[src/rtl/stopwatch_pkg.sv]
// Shared constants for the lap stopwatch: FSM state encodings, BCD digit sizing
// and the decoded button command.
package stopwatch_pkg;

    localparam logic [1:0] ST_IDLE    = 2'b00;
    localparam logic [1:0] ST_RUNNING = 2'b01;
    localparam logic [1:0] ST_STOPPED = 2'b10;
    localparam logic [1:0] ST_LAP     = 2'b11;

    localparam int unsigned DIGIT_W   = 4;
    localparam logic [3:0]  DIGIT_MAX = 4'd9;

    // Highest-priority button pulse seen on a given cycle.
    typedef enum logic [2:0] {
        CMD_NONE,
        CMD_CLEAR,
        CMD_STOP,
        CMD_START,
        CMD_LAP
    } cmd_t;

endpackage

[src/rtl/button_edge.sv]
// Two-flop synchroniser for an asynchronous button level followed by a
// registered rising-edge detector: one press yields one single-cycle pulse.
module button_edge (
    input  logic clock,
    input  logic reset,
    input  logic level,
    output logic pulse
);

    logic [1:0] sync;
    logic       prev;

    always_ff @(posedge clock or posedge reset) begin
        if (reset) begin
            sync  <= 2'b00;
            prev  <= 1'b0;
            pulse <= 1'b0;
        end else begin
            sync  <= {sync[0], level};
            prev  <= sync[1];
            pulse <= sync[1] & ~prev;
        end
    end

endmodule

[src/rtl/lap_stopwatch.sv]
// BCD stopwatch core with internal tick divider, start/stop/clear control and
// optional lap freeze (enabled by defining LAP_STOPWATCH_LAP_EN).
module lap_stopwatch
    import stopwatch_pkg::*;
#(
    parameter int unsigned CLK_HZ  = 50_000_000,
    parameter int unsigned TICK_HZ = 100,
    parameter int unsigned DIGITS  = 4
) (
    input  logic                        clock,
    input  logic                        reset,
    input  logic                        start_button,
    input  logic                        stop_button,
    input  logic                        clear_button,
    input  logic                        lap_button,
    output logic [DIGIT_W*DIGITS-1:0]   digits,
    output logic [1:0]                  state,
    output logic                        running,
    output logic                        overflow,
    output logic                        tick
);

    localparam int unsigned DIV   = CLK_HZ / TICK_HZ;
    localparam int unsigned DIV_W = $clog2(DIV);
    localparam int unsigned CNT_W = DIGIT_W * DIGITS;

    logic [DIV_W-1:0] div_cnt;
    logic [DIV_W-1:0] div_nxt;
    logic [CNT_W-1:0] count;
    logic [CNT_W-1:0] count_nxt;
    logic [CNT_W-1:0] count_inc;
    logic [CNT_W-1:0] disp_nxt;
    logic [1:0]       state_nxt;
    logic             ovf_nxt;
    logic             carry;
    logic             start_p;
    logic             stop_p;
    logic             clear_p;
    logic             lap_p;
    cmd_t             cmd;

    button_edge u_start (.clock(clock), .reset(reset), .level(start_button), .pulse(start_p));
    button_edge u_stop  (.clock(clock), .reset(reset), .level(stop_button),  .pulse(stop_p));
    button_edge u_clear (.clock(clock), .reset(reset), .level(clear_button), .pulse(clear_p));

`ifdef LAP_STOPWATCH_LAP_EN
    button_edge u_lap   (.clock(clock), .reset(reset), .level(lap_button),   .pulse(lap_p));
`else
    logic lap_unused;
    assign lap_unused = lap_button;
    assign lap_p      = 1'b0;
`endif

    // Free-running tick divider; tick is registered so it is high while div_cnt is terminal.
    assign div_nxt = (div_cnt == DIV_W'(DIV - 1)) ? '0 : div_cnt + DIV_W'(1);

    always_ff @(posedge clock or posedge reset) begin
        if (reset) begin
            div_cnt <= '0;
            tick    <= 1'b0;
        end else begin
            div_cnt <= div_nxt;
            tick    <= (div_nxt == DIV_W'(DIV - 1));
        end
    end

    // Only the highest-priority pulse is considered; if it is illegal in the state it is dropped.
    always_comb begin
        cmd = CMD_NONE;
        if (clear_p)      cmd = CMD_CLEAR;
        else if (stop_p)  cmd = CMD_STOP;
        else if (start_p) cmd = CMD_START;
        else if (lap_p)   cmd = CMD_LAP;
    end

    // Ripple BCD increment; carry out of the top digit marks the all-9s wrap.
    always_comb begin
        count_inc = count;
        carry     = 1'b1;
        for (int i = 0; i < int'(DIGITS); i++) begin
            if (carry) begin
                if (count[i*DIGIT_W +: DIGIT_W] == DIGIT_MAX) begin
                    count_inc[i*DIGIT_W +: DIGIT_W] = '0;
                end else begin
                    count_inc[i*DIGIT_W +: DIGIT_W] = count[i*DIGIT_W +: DIGIT_W] + DIGIT_W'(1);
                    carry = 1'b0;
                end
            end
        end
    end

    // Next state and counter; the increment is gated by the pre-transition state.
    always_comb begin
        state_nxt = state;
        count_nxt = count;
        ovf_nxt   = overflow;
        if (tick && (state == ST_RUNNING || state == ST_LAP)) begin
            count_nxt = count_inc;
            if (carry) ovf_nxt = 1'b1;
        end
        case (state)
            ST_IDLE: begin
                if (cmd == CMD_START) state_nxt = ST_RUNNING;
            end
            ST_RUNNING: begin
                if (cmd == CMD_STOP)     state_nxt = ST_STOPPED;
`ifdef LAP_STOPWATCH_LAP_EN
                else if (cmd == CMD_LAP) state_nxt = ST_LAP;
`endif
            end
            ST_STOPPED: begin
                if (cmd == CMD_CLEAR) begin
                    state_nxt = ST_IDLE;
                    count_nxt = '0;
                    ovf_nxt   = 1'b0;
                end else if (cmd == CMD_START) begin
                    state_nxt = ST_RUNNING;
                end
            end
`ifdef LAP_STOPWATCH_LAP_EN
            ST_LAP: begin
                if (cmd == CMD_STOP)       state_nxt = ST_STOPPED;
                else if (cmd == CMD_START) state_nxt = ST_RUNNING;
            end
`endif
            default: state_nxt = ST_IDLE;
        endcase
    end

`ifdef LAP_STOPWATCH_LAP_EN
    logic [CNT_W-1:0] lap_reg;
    logic [CNT_W-1:0] lap_nxt;

    // Lap latch takes the pre-edge count, so a same-edge increment is excluded.
    always_comb begin
        lap_nxt = lap_reg;
        if ((state == ST_RUNNING || state == ST_LAP) && cmd == CMD_LAP) lap_nxt = count;
        if (state == ST_STOPPED && cmd == CMD_CLEAR)                    lap_nxt = '0;
    end

    always_ff @(posedge clock or posedge reset) begin
        if (reset) lap_reg <= '0;
        else       lap_reg <= lap_nxt;
    end

    assign disp_nxt = (state_nxt == ST_LAP) ? lap_nxt : count_nxt;
`else
    assign disp_nxt = count_nxt;
`endif

    always_ff @(posedge clock or posedge reset) begin
        if (reset) begin
            state    <= ST_IDLE;
            count    <= '0;
            overflow <= 1'b0;
            digits   <= '0;
            running  <= 1'b0;
        end else begin
            state    <= state_nxt;
            count    <= count_nxt;
            overflow <= ovf_nxt;
            digits   <= disp_nxt;
            running  <= (state_nxt == ST_RUNNING) || (state_nxt == ST_LAP);
        end
    end

endmodule
[config.mk]
export PLATFORM = sky130hd
export DESIGN_NAME = lap_stopwatch
export DESIGN_NICKNAME = d
export VERILOG_FILES = /design/src/rtl/stopwatch_pkg.sv /design/src/rtl/button_edge.sv /design/src/rtl/lap_stopwatch.sv
export SDC_FILE = /design/constraint.sdc
export NUM_CORES = 1
export LEC_CHECK = 0
export BUFFER_PORTS_ARGS = -buffer_cell sky130_fd_sc_hd__buf_2
export CAP_MARGIN = 20
export CORE_MARGIN = 1
export CORE_UTILIZATION = 41
export CTS_BUF_LIST = sky130_fd_sc_hd__clkbuf_8
export DETAILED_ROUTE_END_ITERATION = 6
export REMOVE_ABC_BUFFERS = 1
export SLEW_MARGIN = 20
export SYNTH_ARGS = -nofsm -noshare
export SYNTH_HDL_FRONTEND = slang
export SYNTH_SLANG_ARGS = --single-unit
export TNS_END_PERCENT = 30
[constraint.sdc]
create_clock -name clock -period 2.5 [get_ports clock]
set_clock_uncertainty 0.15 [all_clocks]
set_input_delay 0.25 -clock clock [delete_from_list [all_inputs] [get_ports clock]]
set_output_delay 0.25 -clock clock [all_outputs]
set_load 0.03 [all_outputs]
==> metrics.md <==
| Metric | Value |
|---|---|
| Worst reg2reg setup slack | 220 ps |
| DR WL/cell | 13.1 um |
| Status | completed |
| Pre-Repair DR Iteration Count | 4 |
| Post-synth EDFFs | 0 |
| Yosys top cell by area | dfrtp_1 |
| Final count of hold timing violations | 0 |
| CP arrival | 2330 ps |
| Non-Filler Instances | 358 |
| Worst-margin pin slew | 641 ps |
| Mapped Avg Cell Area | 10.1 um2 |
| PortBufs | 25 |
| Critical R2R Capture | tick$_DFF_PP0_ |
| Cell depth of the worst setup path | 7 |
| Register Area | 1300 um2 |
| Clk sinks | 52 |
| Routed WL | 4.70 mm |
| RSZ-0062 raised after global routing | false |
| Effective utilization at floorplan | 42.7% |
| Final antenna-violating net count | 0 |
| Placed Area | 2730 um2 |
| Synth async-reset ratio | 100% |
| Syn Inst Count | 251 |
| H-tree levels | 2 |
| R2R depth | 7 |
| Clk root buf | clkbuf_8 |
| DRC errors left | 0 |
| Chip Height | 80.7 um |
| Fillers | 572 |
| Final period utilization | 91.2% |
| Post-DP HPWL | 3.15 mm |
| Number of global-route vias before repair | 1786 |
| Total power | 0.00157 W |
| Cells after DPL | 346 |
| CP max-delay cell | dfrtp_1 |
| Initial antenna violation count | 0 |
| CTS tree | yes |
| Share of cells above drive strength 1 | 17.3% |
| CTS Buf Count | 5 |
| Gr usage total | 16.5% |
| Post-synth top area share | 51.2% |
| # Max-Cap Violations | 0 |
| Setup_tns | 0 ps |
| # rows | 28 |
| CP required | 2550 ps |
| CP endpoint | tick$_DFF_PP0_ |
| Final setup fails | 0 |
| Multi-input gate area | 1170 um2 |
| PD cells | 545 nW/um2 |
| DR vias | 1860 |
| Synth Flop Type | dfrtp_1 |
| Synth area leaders | dfrtp_1 51%, xor2_1 5.2%, nor2_1 4.7% |
| First-pass GRT wire length | 8.19 mm |
| Cell family with the largest share of critical-path delay | simple AND/OR/NAND/NOR gates |
| Largest fanout on the critical path | 6 |
| Die area | 6520 um2 |
| Global route overflow | 0 |
| Synthesized area | 2540 um2 |
| Placer Congestion | 0.895 |
| Max Fclk | 438 MHz |
| Seq/Total Area, Yosys | 51.2% |
| Die X | 80.7 um |
| Max Root-Sink Buffers | 2 |
| Top Ports | 27 |
| Slew Viols, Final | 0 |
| Crit-path max cell delay | 420 ps |
| Slew margin rel. | 57.3% |
| Placeable Area | 5960 um2 |
| Initial detailed-routing violation count | 65 |
| # diodes | 0 |
| Most frequent cell after synthesis | dfrtp_1 |
| Clk_lat worst skew | 310 ps |
| Worst-path cell chain | ha_1, nand4_1, nor3_2, a31o_2, nand3_1, a211o_1, nor4_2 |
| Via/cell ratio | 5.20 |
| Largest net degree at the start of global routing | 53 |
| Clock slew at reported path FFs | 100 ps |
| Leakage | 1.31 nW |
| Final nets | 289 |
| Endpoint class of the critical path | register |
| Unique cell type count in the Yosys netlist | 45 |
| Area grow syn2layout | 13.6% |
| Synth cell count leaders | 52 x dfrtp_1, 32 x nor2_1, 18 x nand2_1 |
| Buffers and inverters on the worst path | 0 |
| Setup CP Type | register to register |
| Final Cell Area | 2890 um2 |
| Setup crit start | div_cnt[0]$_DFF_PP0_ |
| Reg2reg start | div_cnt[0]$_DFF_PP0_ |
| Post-route minimum period | 2280 ps |
| VDD IR max | 359 uV |
| Seq cells post-synth | 52 |
| Critical path startpoint category | register |
| Fin util | 48.5% |
| Synthesis Warnings | 0 |
| HP Class | register to register |
| Setup Fix Bufs, Post-CTS | 0 |
[layer usage]
metal | GRT usage, % | routed length (um) | vias up | share of wire (%)
met5 | 0 | 0 | - | 0
met4 | 8.93 | 95 | 0 | 2.0
met3 | 3.41 | 160 | 8 | 3.4
met2 | 24.6 | 2050 | 31 | 44
met1 | 22.6 | 2400 | 888 | 51
li1 | - | - | 933 | -
[cells by family (layout without fill, tap and decap cells)]
group,Yosys count,count (layout),synth area share [%]
AOI/OAI and AO/OA,32,32,7.58
adders and majority gates,1,1,0.492
and+or+nand+nor,122,122,27.1
buffers and inverters,14,46,3.10
DFF,52,52,51.2
muxes,4,4,1.58
xor gates and xnor gates,26,26,8.96
[how the worst min path moves through the flow]
stage / endpoint / from / cells after the start / slack (ps)
5_1_grt: u_start.sync[1]$_DFF_PP0_ / u_start.sync[0]$_DFF_PP0_ / 0 / 220
2_1_floorplan: u_clear.sync[0]$_DFF_PP0_ / clear_button / 0 / 130
4_1_cts: u_start.sync[1]$_DFF_PP0_ / u_start.sync[0]$_DFF_PP0_ / 0 / 210
3_5_place_dp: u_start.sync[1]$_DFF_PP0_ / u_start.sync[0]$_DFF_PP0_ / 0 / 190
3_3_place_gp: u_clear.sync[1]$_DFF_PP0_ / u_clear.sync[0]$_DFF_PP0_ / 0 / 180
6_report: u_start.sync[1]$_DFF_PP0_ / u_start.sync[0]$_DFF_PP0_ / 0 / 210
[sequential cells by signal, summed over array words and instances (netlist names)]
| register | flops |
|---|---|
| div_cnt | 19 |
| u_stop.sync | 2 |
| u_start.sync | 2 |
| running | 1 |
| u_stop.prev | 1 |
| overflow | 1 |
| state | 2 |
| tick | 1 |
| u_start.pulse | 1 |
| u_clear.sync | 2 |
| u_start.prev | 1 |
| count | 16 |
| u_clear.pulse | 1 |
| u_clear.prev | 1 |
| u_stop.pulse | 1 |
[where the power goes]
| part | leakage (nW) | internal [W] | switching [W] | total, W |
|---|---|---|---|---|
| registers | 0.685 | 0.000863 | 0.0000197 | 0.000883 |
| logic | 0.566 | 0.0000335 | 0.0000661 | 0.0000996 |
| clock network | 0.0548 | 0.000302 | 0.000289 | 0.000591 |
| total | 1.31 | 0.00120 | 0.000375 | 0.00157 |
[repair_timing]
action                                  CTS  global route
hold buffers                              4             0
gates resized for setup                   0             1
endpoints found under the setup margin    0             1
endpoints found under the hold margin    55             0
[area by class of cell]
type / instances / share of cell area, %
clock buffer: 5 / 2.38
sequential: 52 / 45.1
clock inverter: 3 / 1.60
timing repair buffer: 31 / 6.24
multi-input combinational: 185 / 40.6
tap: 75 / 3.25
inverter: 7 / 0.910
[cells in the final DEF, fill, tap and decap left out, types with 7 or more instances in the layout]
| cell | count |
|---|---|
| dfrtp_1 | 52 |
| nand3_1 | 13 |
| nor2_1 | 32 |
| xnor2_1 | 11 |
| xor2_1 | 15 |
| buf_2 | 25 |
| o21ai_0 | 7 |
| nor3_1 | 7 |
| nor2b_1 | 9 |
| a21oi_1 | 14 |
| nand2_1 | 18 |
[through the flow]
step | hold slack (ps) | worst slack (ps)
detailed placement | 187 | 178
global route | 215 | 35.9
CTS | 210 | 150
global placement | 182 | 233
finish | 207 | 219
floorplan | 131 | 435
Power figures use the tool's default switching activity.
